$ cat config.mk
export PLATFORM = sky130hd
export DESIGN_NAME = keypad_scanner
export DESIGN_NICKNAME = d
export VERILOG_FILES = /design/src/rtl/keypad_scanner.sv
export SDC_FILE = /design/constraint.sdc
export NUM_CORES = 1
export LEC_CHECK = 0
export ABC_AREA = 1
export BUFFER_PORTS_ARGS = -buffer_cell sky130_fd_sc_hd__buf_2
export CAP_MARGIN = 20
export CORE_MARGIN = 10
export CORE_UTILIZATION = 40
export DETAILED_ROUTE_END_ITERATION = 12
export PLACE_DENSITY_LB_ADDON = 0.15
export SLEW_MARGIN = 20
export SYNTH_ARGS = -nofsm -noshare
export SYNTH_HDL_FRONTEND = slang
export SYNTH_SLANG_ARGS = --single-unit
export TNS_END_PERCENT = 1
$ cat constraint.sdc
create_clock -name clk -period 1.5 [get_ports clk]
set_input_delay 0.15 -clock clk [delete_from_list [all_inputs] [get_ports clk]]
set_output_delay 0.15 -clock clk [all_outputs]
set_load 0.02 [all_outputs]
$ cat src/rtl/keypad_scanner.sv
// keypad_scanner: scans a 4x4 active-low keypad, debounces the rows and emits
// one key_pressed strobe plus a 4-bit key code per accepted press.
module keypad_scanner #(
    parameter int SCAN_DIV     = 16,
    parameter int DEBOUNCE_CNT = 4
) (
    input  logic       clk,
    input  logic       rst_n,
    input  logic [3:0] row_in,
    output logic [3:0] col_out,
    output logic       key_pressed,
    output logic [3:0] keypad_out,
    output logic       key_held
);
    localparam int SW = $clog2(SCAN_DIV);
    localparam int DW = $clog2(DEBOUNCE_CNT + 1);
    // one nibble per key, indexed by {row, col}
    localparam logic [63:0] KEY_MAP = 64'hDF0E_C987_B654_A321;

    typedef enum logic [1:0] {SCAN, PRESS_DB, HELD} state_t;

    state_t          state, state_nx;
    logic [3:0]      sync1, rs;
    logic [SW-1:0]   slot;
    logic [1:0]      col, col_nx, row_lat, row_nx, win;
    logic [DW-1:0]   cnt, cnt_nx, cnt_inc;
    logic            sample, any_low, done, accept, key_held_nx;
    logic [3:0]      keypad_out_nx;

    assign col_out = ~(4'b0001 << col);

    always_ff @(posedge clk) begin
        if (!rst_n) begin
            sync1       <= '0;
            rs          <= '0;
            slot        <= '0;
            state       <= SCAN;
            col         <= '0;
            row_lat     <= '0;
            cnt         <= '0;
            key_pressed <= 1'b0;
            keypad_out  <= 4'h0;
            key_held    <= 1'b0;
        end else begin
            sync1       <= row_in;
            rs          <= sync1;
            slot        <= sample ? '0 : slot + 1'b1;
            state       <= state_nx;
            col         <= col_nx;
            row_lat     <= row_nx;
            cnt         <= cnt_nx;
            key_pressed <= accept;
            keypad_out  <= keypad_out_nx;
            key_held    <= key_held_nx;
        end
    end

    // cnt is zero on every entry to SCAN, so cnt_inc there is the first sample
    always_comb begin
        sample        = slot == SW'(SCAN_DIV - 1);
        any_low       = rs != 4'hF;
        win           = !rs[0] ? 2'd0 : !rs[1] ? 2'd1 : !rs[2] ? 2'd2 : 2'd3;
        cnt_inc       = cnt + 1'b1;
        done          = cnt_inc == DW'(DEBOUNCE_CNT);
        state_nx      = state;
        col_nx        = col;
        row_nx        = row_lat;
        cnt_nx        = cnt;
        accept        = 1'b0;
        key_held_nx   = key_held;
        keypad_out_nx = keypad_out;
        if (sample) begin
            case (state)
                SCAN: begin
                    if (any_low) begin
                        row_nx   = win;
                        cnt_nx   = cnt_inc;
                        state_nx = PRESS_DB;
                        accept   = done;
                    end else begin
                        col_nx = col + 1'b1;
                    end
                end
                PRESS_DB: begin
                    if (any_low && win == row_lat) begin
                        cnt_nx = cnt_inc;
                        accept = done;
                    end else begin
                        cnt_nx   = '0;
                        state_nx = SCAN;
                        col_nx   = col + 1'b1;
                    end
                end
                HELD: begin
                    if (!rs[row_lat]) begin
                        cnt_nx = '0;
                    end else if (done) begin
                        cnt_nx      = '0;
                        key_held_nx = 1'b0;
                        col_nx      = col + 1'b1;
                        state_nx    = SCAN;
                    end else begin
                        cnt_nx = cnt_inc;
                    end
                end
                default: state_nx = SCAN;
            endcase
        end
        if (accept) begin
            state_nx      = HELD;
            cnt_nx        = '0;
            key_held_nx   = 1'b1;
            keypad_out_nx = KEY_MAP[{row_nx, col, 2'b00} +: 4];
        end
    end
endmodule

==> metrics.csv <==
metric,value,unit
antenna_left,0,
yosys.area.top_type,dfxtp_1,
cts-buffers-inserted,3,
critPathCaptureType,register,
setup_violations,0,
routed_wl,3050,um
top_layer_used,met4,
crit_end,state[1],
antenna_cells,0,
pwr-share-clk,34.0,%
hold_slack,0.0469,ns
cts_tree,done,
avgSynthCellArea,7.47,um^2
row_count,22,
rsz0062_at_grt,yes,
report.final.hold_viol_count,0,
clock.fmax,683,MHz
r2r-start,cnt[1],
drive_gt1_share,42.0,%
slew_violations,0,
synth_flop_cell,dfxtp_1,
vias,1339,
combPwrFrac,5.4,%
r2r_end,state[1],
drcViolationCount,0,
p_leak,0.948,nW
crit_arrival,1.65,ns
hold_buffers,0,
crit_type,reg2reg,
synth_top_area_share,35.0,%
p_sw,0.280,mW
dieArea,6750,um^2
critPathLaunchType,register,
synth-edff-count,0,
ys_types,29,
io_buffers,15,
nets,263,
crit_start,cnt[1],
status,completed,
synth_nets,226,
maxCapViolCount,0,
clock-sinks,27,
ys_ff_latch,27,
die_h,82.2,um
drt-met1-wl,1480,um
ff2ff_path_depth,10,
grt_first_pass_wirelength,5660,um
worst_ep_required_time,1.68,ns
start_util,41.9,%
routed-wl-met3,76,um
r2r_setup_slack,0.04,ns
drtIter0Drc,41,
cts_buffer_depth,2,
fin_crit,1.46,ns
grt_remaining_overflow,0,
gp_congestion,0.786,
swShare,22.7,%
fill_cells,372,
clock_latency,0.28,ns
cellInternalPower,0.953,mW
hold_path.class,in2reg,
via_per_inst,4.60,
hold_start,row_in[1],
core,3690,um^2
pwr-share-seq,60.6,%
track_usage,10.2,%
die_x,82.2,um
slew_headroom,76.2,%
fin_crit_sh,97.6,%
area_delta_synth_final,30.8,%
path_clk_slew,0.09,ns
multi_input_area,1000,um^2
wire_per_inst,10.5,um
h-tree-depth,1,
yosysSeqAreaShare,35.0,%
wl_met2,1450,um
p_per_area,609,nW/um^2
clock_skew,0.00489,ns
antenna_found_initial,0,
grt_pass1_vias,1375,
synthCells,207,
async_flop_share,0,%
setup_slack,0.0359,ns
crit_fanout,3,
pre_cts_slack,-0.100,ns
register_area,553,um^2
drt-pass1-iter-count,4,
synthesis.area,1550,um^2
worst_slew_pin_slew,0.356,ns
grt_max_degree,17,
dp_hpwl,2400,um
ys_top_cells_by_area,"dfxtp_1 (35%), nand2_1 (12%), ha_1 (11%)",
peakVddDrop,0.371,mV
root_buffer,clkbuf_8,
num_io_pins,16,
yosys_warnings,0,
cells in the mapped netlist, types with 3 or more instances:
cell type and count:
nand3_2 4, nand2_4 4, nor2_4 3, a21oi_1 8
o21ai_1 3, nor2_1 11, nand2_2 7, nand2_1 49
o21ai_0 4, nand3_1 21, dfxtp_1 27, inv_1 33
ha_1 13
cell usage in the layout (no fill, tap or decap), types with 2 or more instances in the layout:
cell type	instances
o21ai_2	3
buf_4	16
dfxtp_1	17
nand3_1	15
nand2_1	46
a21oi_1	7
nor2_4	4
buf_6	2
clkbuf_8	3
buf_2	15
nor2_1	11
nand3_2	8
o21ai_1	5
nand2_2	9
ha_1	7
inv_2	9
inv_1	26
nand3_4	2
nand2_4	5
ha_4	5
dfxtp_2	10
what timing repair did:
action | 4_1_cts | 5_1_grt
setup buffers | 1 | 0
gates resized for setup | 23 | 23
pin swaps | 6 | 11
endpoints found under the setup margin | 9 | 15
flip-flops by register name (all words and copies together), names as in the netlist:
register,count
key_pressed,1
key_held,1
state,2
keypad_out,4
slot,4
cnt,3
sync1,4
rs,4
row_lat,2
col,2
through the flow:
stage                     area, um^2  util, %  std cells  total power, mW  setup TNS, ns
after global placement          1820     49.3        286            0.819         -0.227
after global routing            2020     54.9        291             1.30         -0.646
after CTS                       1940     52.7        291             1.26       -0.00112
after floorplan                 1560        -        207            0.798              0
final                           2020     54.9        291             1.23              0
after detailed placement        1820     49.3        286            0.821         -0.348
cell families after synthesis:
group	count (synthesis)	synth area share, %
simple gates	106	35.6
buf+inv	38	9.55
flops	27	35.0
compound gates	23	9.39
fa+ha+maj	13	10.5
critical path, cell delays in order, from the launching register on:
cell and delay (ns):
dfxtp_2 0.35, ha_4 0.17, ha_4 0.16, or2_4 0.25, and3_4 0.18, nand2_1 0.06, inv_1 0.05, nand2_1 0.05
nand2_1 0.04, nand2_1 0.05, nor2_1 0.03
cell type report:
| type | count | share of cell area (%) |
|---|---|---|
| Tap cell | 48 | 2.97 |
| Sequential cell | 27 | 27.3 |
| Clock inverter | 1 | 0.371 |
| Timing Repair Buffer | 33 | 10.8 |
| Clock buffer | 3 | 2.04 |
| Inverter | 37 | 7.05 |
| Multi-Input combinational cell | 142 | 49.5 |
metal layers:
metal  global-route usage (%)  vias up
li1                         -      721
met1                     12.7      600
met3                     1.94        5
met4                     3.06        0
met2                     17.3       13
met5                        0        -
worst min path at each step:
stage	end	cells after the start	slack (ns)
final	sync1[1]	3	0.05
after global routing	sync1[0]	3	0.05
after CTS	sync1[1]	3	0.04
after detailed placement	sync1[1]	3	0.34
after global placement	sync1[2]	3	0.33
after floorplan	sync1[0]	2	0.25
power by group through the flow:
| stage | Clock [mW] | Combinational (mW) | Sequential (mW) |
|---|---|---|---|
| 6_report | 0.419 | 0.0660 | 0.747 |
| 3_5_place_dp | 0 | 0.0618 | 0.760 |
| 3_3_place_gp | 0 | 0.0600 | 0.759 |
| 4_1_cts | 0.444 | 0.0656 | 0.746 |
| 2_1_floorplan | 0 | 0.0400 | 0.758 |
| 5_1_grt | 0.471 | 0.0795 | 0.750 |
Power figures use the tool's default switching activity.
